$ cat config.mk
export PLATFORM = sky130hd
export DESIGN_NAME = bin2dec_sched
export DESIGN_NICKNAME = d
export VERILOG_FILES = /design/src/rtl/bin2dec_sched.sv
export SDC_FILE = /design/constraint.sdc
export NUM_CORES = 1
export LEC_CHECK = 0
export CORE_MARGIN = 5
export CORE_UTILIZATION = 41
export DETAILED_ROUTE_END_ITERATION = 8
export PLACE_DENSITY = 0.71
export SYNTH_ARGS = -nofsm -noshare
export SYNTH_HDL_FRONTEND = slang
export SYNTH_SLANG_ARGS = --single-unit
$ cat constraint.sdc
create_clock -name clk_i -period 3.54 [get_ports clk_i]
set_input_delay 0.354 -clock clk_i [delete_from_list [all_inputs] [get_ports clk_i]]
set_output_delay 0.354 -clock clk_i [all_outputs]
set_load 0.1 [all_outputs]
$ cat src/rtl/bin2dec_sched.sv
// rtl/bin2dec_sched.sv - round-robin shared binary-to-7-segment conversion engine
//
// Purpose:
//    Up to NREQ requesters ask for a 16-bit unsigned value to be displayed.
//    A round-robin arbiter grants one requester at a time. The granted value
//    is converted to BCD with a 16-step shift-add-3 sequence. The five BCD
//    digits are then encoded into registered, active-low seven-segment outputs.
//
// Configuration:
//    BIN2DEC_BLANK_EN - when defined, leading zeros on d4..d1 are blanked (7'h7F).
//                       d0 always shows its digit.
//
// Ports:
//    clk_i            system clock, rising edge
//    rst_i            asynchronous active-high reset
//    req_i  [NREQ]    per-requester request, held until the matching ack
//    data_i [16*NREQ] requester k value on bits [16k+15:16k]
//    ack_o  [NREQ]    one-cycle pulse to the served requester, digits valid with it
//    busy_o           conversion in flight
//    sel_o  [3]       granted / most recently served requester
//    d0_o..d4_o [7]   segments gfedcba, active-low, d0 least significant

module bin2dec_sched #(
   parameter int NREQ = 4
) (
   input  logic                 clk_i,
   input  logic                 rst_i,
   input  logic [NREQ-1:0]      req_i,
   input  logic [16*NREQ-1:0]   data_i,
   output logic [NREQ-1:0]      ack_o,
   output logic                 busy_o,
   output logic [2:0]           sel_o,
   output logic [6:0]           d0_o,
   output logic [6:0]           d1_o,
   output logic [6:0]           d2_o,
   output logic [6:0]           d3_o,
   output logic [6:0]           d4_o
);

   typedef enum logic [2:0] {
      S_IDLE,
      S_LOAD,
      S_SHIFT,
      S_ENCODE,
      S_DONE
   } state_t;

`ifdef BIN2DEC_BLANK_EN
   localparam logic [6:0] LEAD_RST = 7'h7F;
`else
   localparam logic [6:0] LEAD_RST = 7'h40;
`endif

   state_t            state_q;
   logic [2:0]        ptr_q;
   logic [2:0]        sel_q;
   logic              busy_q;
   logic [NREQ-1:0]   ack_q;
   logic [15:0]       bin_q;
   logic [19:0]       bcd_q;
   logic [3:0]        cnt_q;
   logic [6:0]        d0_q, d1_q, d2_q, d3_q, d4_q;

   logic              found_d;
   logic [2:0]        win_d;
   logic [2:0]        ptr_d;
   logic [15:0]       data_sel_d;
   logic [19:0]       bcd_adj_d;
   logic [6:0]        d0_d, d1_d, d2_d, d3_d, d4_d;

   function automatic logic [6:0] seg7(input logic [3:0] n);
      logic [6:0] s;
      case (n)
         4'd0:    s = 7'h40;
         4'd1:    s = 7'h79;
         4'd2:    s = 7'h24;
         4'd3:    s = 7'h30;
         4'd4:    s = 7'h19;
         4'd5:    s = 7'h12;
         4'd6:    s = 7'h02;
         4'd7:    s = 7'h78;
         4'd8:    s = 7'h00;
         4'd9:    s = 7'h10;
         default: s = 7'h7F;
      endcase
      return s;
   endfunction

   // Round-robin pick: first set request at or above ptr_q, wrapping around.
   always_comb begin
      int idx;
      found_d = 1'b0;
      win_d   = 3'd0;
      idx     = 0;
      for (int i = 0; i < NREQ; i++) begin
         idx = int'(ptr_q) + i;
         if (idx >= NREQ) begin
            idx = idx - NREQ;
         end
         if (!found_d && req_i[idx]) begin
            found_d = 1'b1;
            win_d   = 3'(idx);
         end
      end
      ptr_d = (win_d == 3'(NREQ - 1)) ? 3'd0 : win_d + 3'd1;
   end

   always_comb begin
      data_sel_d = 16'd0;
      for (int k = 0; k < NREQ; k++) begin
         if (sel_q == 3'(k)) begin
            data_sel_d = data_i[16*k +: 16];
         end
      end
   end

   // Add-3 correction applied to every nibble before the shift.
   always_comb begin
      logic [3:0] nib;
      bcd_adj_d = bcd_q;
      nib       = 4'd0;
      for (int i = 0; i < 5; i++) begin
         nib = bcd_q[4*i +: 4];
         bcd_adj_d[4*i +: 4] = (nib >= 4'd5) ? nib + 4'd3 : nib;
      end
   end

   always_comb begin
      logic blank1, blank2, blank3, blank4;
`ifdef BIN2DEC_BLANK_EN
      // A digit blanks only when it and every more significant digit are zero.
      blank4 = (bcd_q[19:16] == 4'd0);
      blank3 = (bcd_q[19:12] == 8'd0);
      blank2 = (bcd_q[19:8]  == 12'd0);
      blank1 = (bcd_q[19:4]  == 16'd0);
`else
      blank4 = 1'b0;
      blank3 = 1'b0;
      blank2 = 1'b0;
      blank1 = 1'b0;
`endif
      d0_d = seg7(bcd_q[3:0]);
      d1_d = blank1 ? 7'h7F : seg7(bcd_q[7:4]);
      d2_d = blank2 ? 7'h7F : seg7(bcd_q[11:8]);
      d3_d = blank3 ? 7'h7F : seg7(bcd_q[15:12]);
      d4_d = blank4 ? 7'h7F : seg7(bcd_q[19:16]);
   end

   always_ff @(posedge clk_i or posedge rst_i) begin
      if (rst_i) begin
         state_q <= S_IDLE;
         ptr_q   <= 3'd0;
         sel_q   <= 3'd0;
         busy_q  <= 1'b0;
         ack_q   <= '0;
         bin_q   <= 16'd0;
         bcd_q   <= 20'd0;
         cnt_q   <= 4'd0;
         d0_q    <= 7'h40;
         d1_q    <= LEAD_RST;
         d2_q    <= LEAD_RST;
         d3_q    <= LEAD_RST;
         d4_q    <= LEAD_RST;
      end else begin
         case (state_q)
            S_IDLE: begin
               if (found_d) begin
                  sel_q   <= win_d;
                  busy_q  <= 1'b1;
                  ptr_q   <= ptr_d;
                  state_q <= S_LOAD;
               end
            end
            S_LOAD: begin
               bin_q   <= data_sel_d;
               bcd_q   <= 20'd0;
               cnt_q   <= 4'd0;
               state_q <= S_SHIFT;
            end
            S_SHIFT: begin
               bcd_q <= {bcd_adj_d[18:0], bin_q[15]};
               bin_q <= {bin_q[14:0], 1'b0};
               cnt_q <= cnt_q + 4'd1;
               if (cnt_q == 4'd15) begin
                  state_q <= S_ENCODE;
               end
            end
            S_ENCODE: begin
               d0_q <= d0_d;
               d1_q <= d1_d;
               d2_q <= d2_d;
               d3_q <= d3_d;
               d4_q <= d4_d;
               for (int k = 0; k < NREQ; k++) begin
                  ack_q[k] <= (sel_q == 3'(k));
               end
               state_q <= S_DONE;
            end
            S_DONE: begin
               ack_q   <= '0;
               busy_q  <= 1'b0;
               state_q <= S_IDLE;
            end
            default: begin
               state_q <= S_IDLE;
            end
         endcase
      end
   end

   assign ack_o  = ack_q;
   assign busy_o = busy_q;
   assign sel_o  = sel_q;
   assign d0_o   = d0_q;
   assign d1_o   = d1_q;
   assign d2_o   = d2_q;
   assign d3_o   = d3_q;
   assign d4_o   = d4_q;

endmodule

* Yosys cells after proc, flatten, opt, wreduce, memory -nomap -nowiden *
Memories as Yosys holds them, arrays and structs flattened. A register that Yosys moved wholly into a read port is not among the register bits.
Cells that the tools add are included.

storage, ports and cells
  bits in registers = 54
  bits in read-only memories = 560
  output and inout port bits = 43
  memories kept = 5

cells by class
  $add $sub $neg = 14
  $lt $le $gt $ge = 13
  equal/unequal tests = 11
  multiplexer cells = 43
  reductions and logical operators = 14

memories
  memory            depth  bits a word  rd ports  clocked after memory_dff  write ports  line  text
  (name not given)  16     7            1         1                         0            73    case (n)
  (name not given)  16     7            1         1                         0            73
  (name not given)  16     7            1         1                         0            73
  (name not given)  16     7            1         1                         0            73
  (name not given)  16     7            1         1                         0            73

operators by type and width
  cell                 count
  $lt 32x4->1 const B  4
  $mux 32              4
  $mux 16              4
  $pmux 20 s2          1
  $ge 4x3->1 const B   8
  $pmux 16 s2          1
  $mux 3               8
  $add 4x2->4 const B  4
  $mux 4               4
  $pmux 4 s2           2
  $eq 3x2->1 const B   5
  $sub 4x3->5 const B  3
  $mux 1               13
  $pmux 3 s4           1
  $add 3x2->4 const B  2
  $bmux 1 s2           4
  $eq 3x1->1 const B   2
  $logic_not 3->1      2
  $reduce_and 2->1     3
  $reduce_bool 2->1    3
  $add 3x1->4 const B  1
  $add 4x1->4 const B  1
  $eq 4x4->1 const B   1
  $ne 2x2->1 const B   2
  other kinds (8)      12

* Longest topological paths before layout *
  word-level depth = 17
  gate-level depth with buffers = 11

* Worst setup path after synthesis *
OpenSTA, ideal clock, no wires.

  path kind = register to register
  from = register ptr_q[0]
  to = register ptr_q[1]
  library setup time = 0.125 ns
  data arrival time = 2.396 ns
  setup slack = 1.019 ns
  cell stages (with the launch flop) = 11
  buffers on the path = 2
  period minus slack after synthesis = 2.521 ns
  cell sequence = dfrtp_1 > buf_6 > inv_1 > ha_1 > buf_6 > mux4_2 > nor2b_4 > a211oi_2 > o21ai_2 > ha_1 > mux2_2

on the way
  word-level cells in the longest chain between the ends = 17
  elaborated cells between the ends (all ways) = 45
  those cells by class = 8 x add/sub; 4 x order compare; 1 x eq/ne; 25 x mux; 7 x reduce/logical

ends and longest elaborated chain
  item                                                  line  text
  start: declaration                                    55    logic [2:0] ptr_q;
  start signal: assignment                              170   ptr_q <= ptr_d;
  branches (longest 14 deep; another with $sub 4x3->5)  n/a
  $mux 3 (*)                                            100   if (!found_d && req_i[idx]) begin
  via win_d[0]                                          65    logic [2:0] win_d;
  $add 3x1->3 / $eq 3x2->1 (equally long branches)      105   ptr_d = (win_d == 3'(NREQ - 1)) ? 3'd0 : win_d + 3'd1;
  $mux 3 (*)                                            105
  via ptr_d[1]                                          66    logic [2:0] ptr_d;

Mark *: on every way through the listed nets, which the timed path passes. The select of a mux whose other input is x is not followed.
A chain may end at the register's enable or synchronous reset.

* Worst setup path in the final report *
Ends and elaborated chain as after synthesis.

==> impl_metrics.json <==
{
  "outcome": "finished, final reports clean",
  "dieArea_um2": 15600,
  "cap_violations": 0,
  "synthesis.area_um2": 5430,
  "yosys.area.top_type": "dfrtp_1",
  "crit_chain": "inv_1 -> ha_1 -> mux4_2 -> nor2b_4 -> a211oi_2 -> o21ai_2 -> ha_1 -> mux2_2",
  "synthesis.nets": 671,
  "total_power_mw": 6.32,
  "ant_nets": 0,
  "antenna_found_initial": 0,
  "final_cell_mix": "110 x clkdlybuf4s50_1, 84 x dfrtp_1, 64 x nor2_1",
  "areaGrowthSynthToFinish_pct": 27.0,
  "cts_tree": "done",
  "vias_per_cell": 5.43,
  "htreeDepth": 3,
  "grt_pass1_wl_um": 21300,
  "postCtsSetupRepairBufs": 0,
  "fin_util_pct": 52.5,
  "wl_per_cell_um": 14.9,
  "synth_edf_count": 0,
  "critical-path-top-delay-family": "multiplexers",
  "grt_max_degree": 63,
  "diodes": 0,
  "rows": 42,
  "path_class": "register to register",
  "grt-ovfl-total": 0,
  "final_layout_size_suffix_gt1_share_pct": 10.1,
  "num_vias": 4570,
  "ios": 113,
  "fin_nets": 759,
  "die_h_um": 125,
  "setup_tns_ns": 0,
  "yosysSeqAreaShare_pct": 41.1,
  "drt-initial-drc-count": 360,
  "grt_pass1_vias": 4555,
  "slew_viol_final": 0,
  "syn_avg_cell_area_um2": 9.50,
  "instances_no_fill": 841,
  "grt_setup_unrepaired": "no",
  "async_flop_share_pct": 100,
  "worst_pin_slew_ns": 1.00,
  "endpoint_kind": "register",
  "holdWs_ns": 0.413,
  "drc_errors": 0,
  "power_density_nw_per_um2": 916,
  "syn_inst": 572,
  "vdd_drop_max_mv": 0.684,
  "place_hpwl_um": 9110,
  "cp_max_fo": 13,
  "timing.fmax_ghz": 0.332,
  "yosysTopAreaCellShare_pct": 38.7,
  "ctsResizeCount": 0,
  "coreArea_um2": 13100,
  "critPathRequiredTime_ns": 3.76,
  "clk_path_buf_depth": 2,
  "place_congestion": 0.849,
  "cts_root_buf": "clkbuf_16",
  "n_fill_cell": 1171,
  "path_common_cell": "ha_1",
  "ys_warn_count": 0,
  "setup_violations": 0,
  "dp.cells": 825,
  "clock_skew_ns": 0.0122,
  "die_w_um": 125,
  "crit_buf_inv": 1,
  "cts_sinks": 89,
  "period_needed_ns": 3.01,
  "cts_buffers": 9,
  "initial_core_util_pct": 41.3,
  "crit_path_max_incr_delay_ns": 0.61,
  "worstPathArrival_ns": 3.23,
  "holdBufCountCts": 0,
  "start_kind": "register",
  "max_slew_margin_pct": 32.8,
  "yosys.cell_types.count": 54,
  "grt.total_usage_pct": 16.0,
  "ys_ff_latch": 89,
  "p_leak_nw": 2.81,
  "cts.clk_slew.worst_paths_ns": 0.07,
  "layout_commonest_cell": "clkdlybuf4s50_1",
  "finalWirelength_um": 12500,
  "hold_path_class": "primary input to async pin",
  "synthTopCellsByArea": "dfrtp_1 39%, mux4_2 7.5%, ha_1 6.7%, o21ai_0 4.9%, nor2_1 4.4%",
  "ys.flop_type": "dfrtp_1",
  "crit_path_top_delay_cell": "dfrtp_1",
  "final-hold-violation-count": 0,
  "drt_first_pass_iters": 6,
  "worstSkewPairLatency_ns": 0.34,
  "io_buffer_count": 112,
  "timing.final.crit_share_pct": 85.1
}
metrics by stage:
step	instance area (um2)	worst slack (ns)
after floorplan	5430	0.887
after global placement	6590	0.732
after detailed placement	6590	0.592
after CTS	6900	0.583
after global routing	6900	0.380
final	6900	0.528
state kept, by name, summed over array words and instances, names as in the netlist, 7 cells and up:
| register | flops |
|---|---|
| bcd_q | 20 |
| bin_q | 16 |
| d0_o | 7 |
| d1_o | 7 |
| d2_o | 7 |
| d3_o | 7 |
| d4_o | 7 |
cell families (layout without fill, tap and decap cells):
logic type,count (synthesis),count (layout),share of synthesized area [%]
adders and majority gates,29,29,6.68
AOI/OAI and AO/OA,171,171,20.3
and+or+nand+nor,167,167,13.4
buffers and inverters,73,166,6.45
muxes,35,35,10.8
xor gates and xnor gates,8,8,1.29
DFF,89,89,41.1
power by group:
group / internal (mW) / switching [mW] / total [mW]
clock: 0.567 / 0.399 / 0.966
sequential: 1.37 / 0.437 / 1.80
combinational: 1.23 / 2.32 / 3.55
synthesized netlist by cell type (3+ instances only):
cell / instances
nand2_1: 63
dfrtp_1: 84
mux4_2: 18
o211ai_1: 4
inv_1: 31
buf_2: 5
buf_1: 4
o22ai_1: 10
a221oi_1: 15
a22o_1: 7
nor2b_1: 4
xnor2_1: 6
mux2i_1: 8
ha_1: 29
buf_6: 7
nor2_1: 64
mux2_2: 9
a22oi_1: 3
a21oi_1: 40
dfstp_2: 5
nor3_1: 11
o21ai_0: 53
nand2b_1: 13
o31ai_1: 17
clkbuf_1: 22
per-layer routing:
layer	routed length (um)	part of all wire (%)	track usage, %	vias to the layer above
li1	-	-	-	2222
met1	5570	45	20.4	2179
met2	5960	48	27.1	151
met3	818	6.5	4.56	18
met4	167	1.3	3.51	0
met5	0	0	0	-
area by class of cell:
class                      instances  area [um2]  area share (%)
clock inverter                     6        66.3           0.962
multi-input combinational        410        2860            41.4
inverter                          32         121            1.76
tap                              176         220            3.19
timing repair buffer             118        1160            16.8
clock buffer                      10         239            3.47
sequential                        89        2230            32.4
final timing paths:
path	from	to	slack (ns)	cells after the start
max in group asynchronous	rst_i	d2_o[6]	2.28	3
worst min-delay path	rst_i	bcd_q[15]	0.41	2
min in group clk_i	d2_o[6]	d2_o[6]	0.47	2
worst max-delay path	ptr_q[0]	ptr_q[1]	0.53	8
worst min register to register	d2_o[6]	d2_o[6]	0.47	2
worst max register to register	ptr_q[0]	ptr_q[1]	0.53	8
worst reg2reg max path: stages, from the launching register on:
cell,delay [ns]
dfrtp_1,0.61
inv_1,0.21
ha_1,0.52
mux4_2,0.60
nor2b_4,0.15
a211oi_2,0.06
o21ai_2,0.22
ha_1,0.27
mux2_2,0.25
No activity file was read; power rests on OpenSTA's default activity.
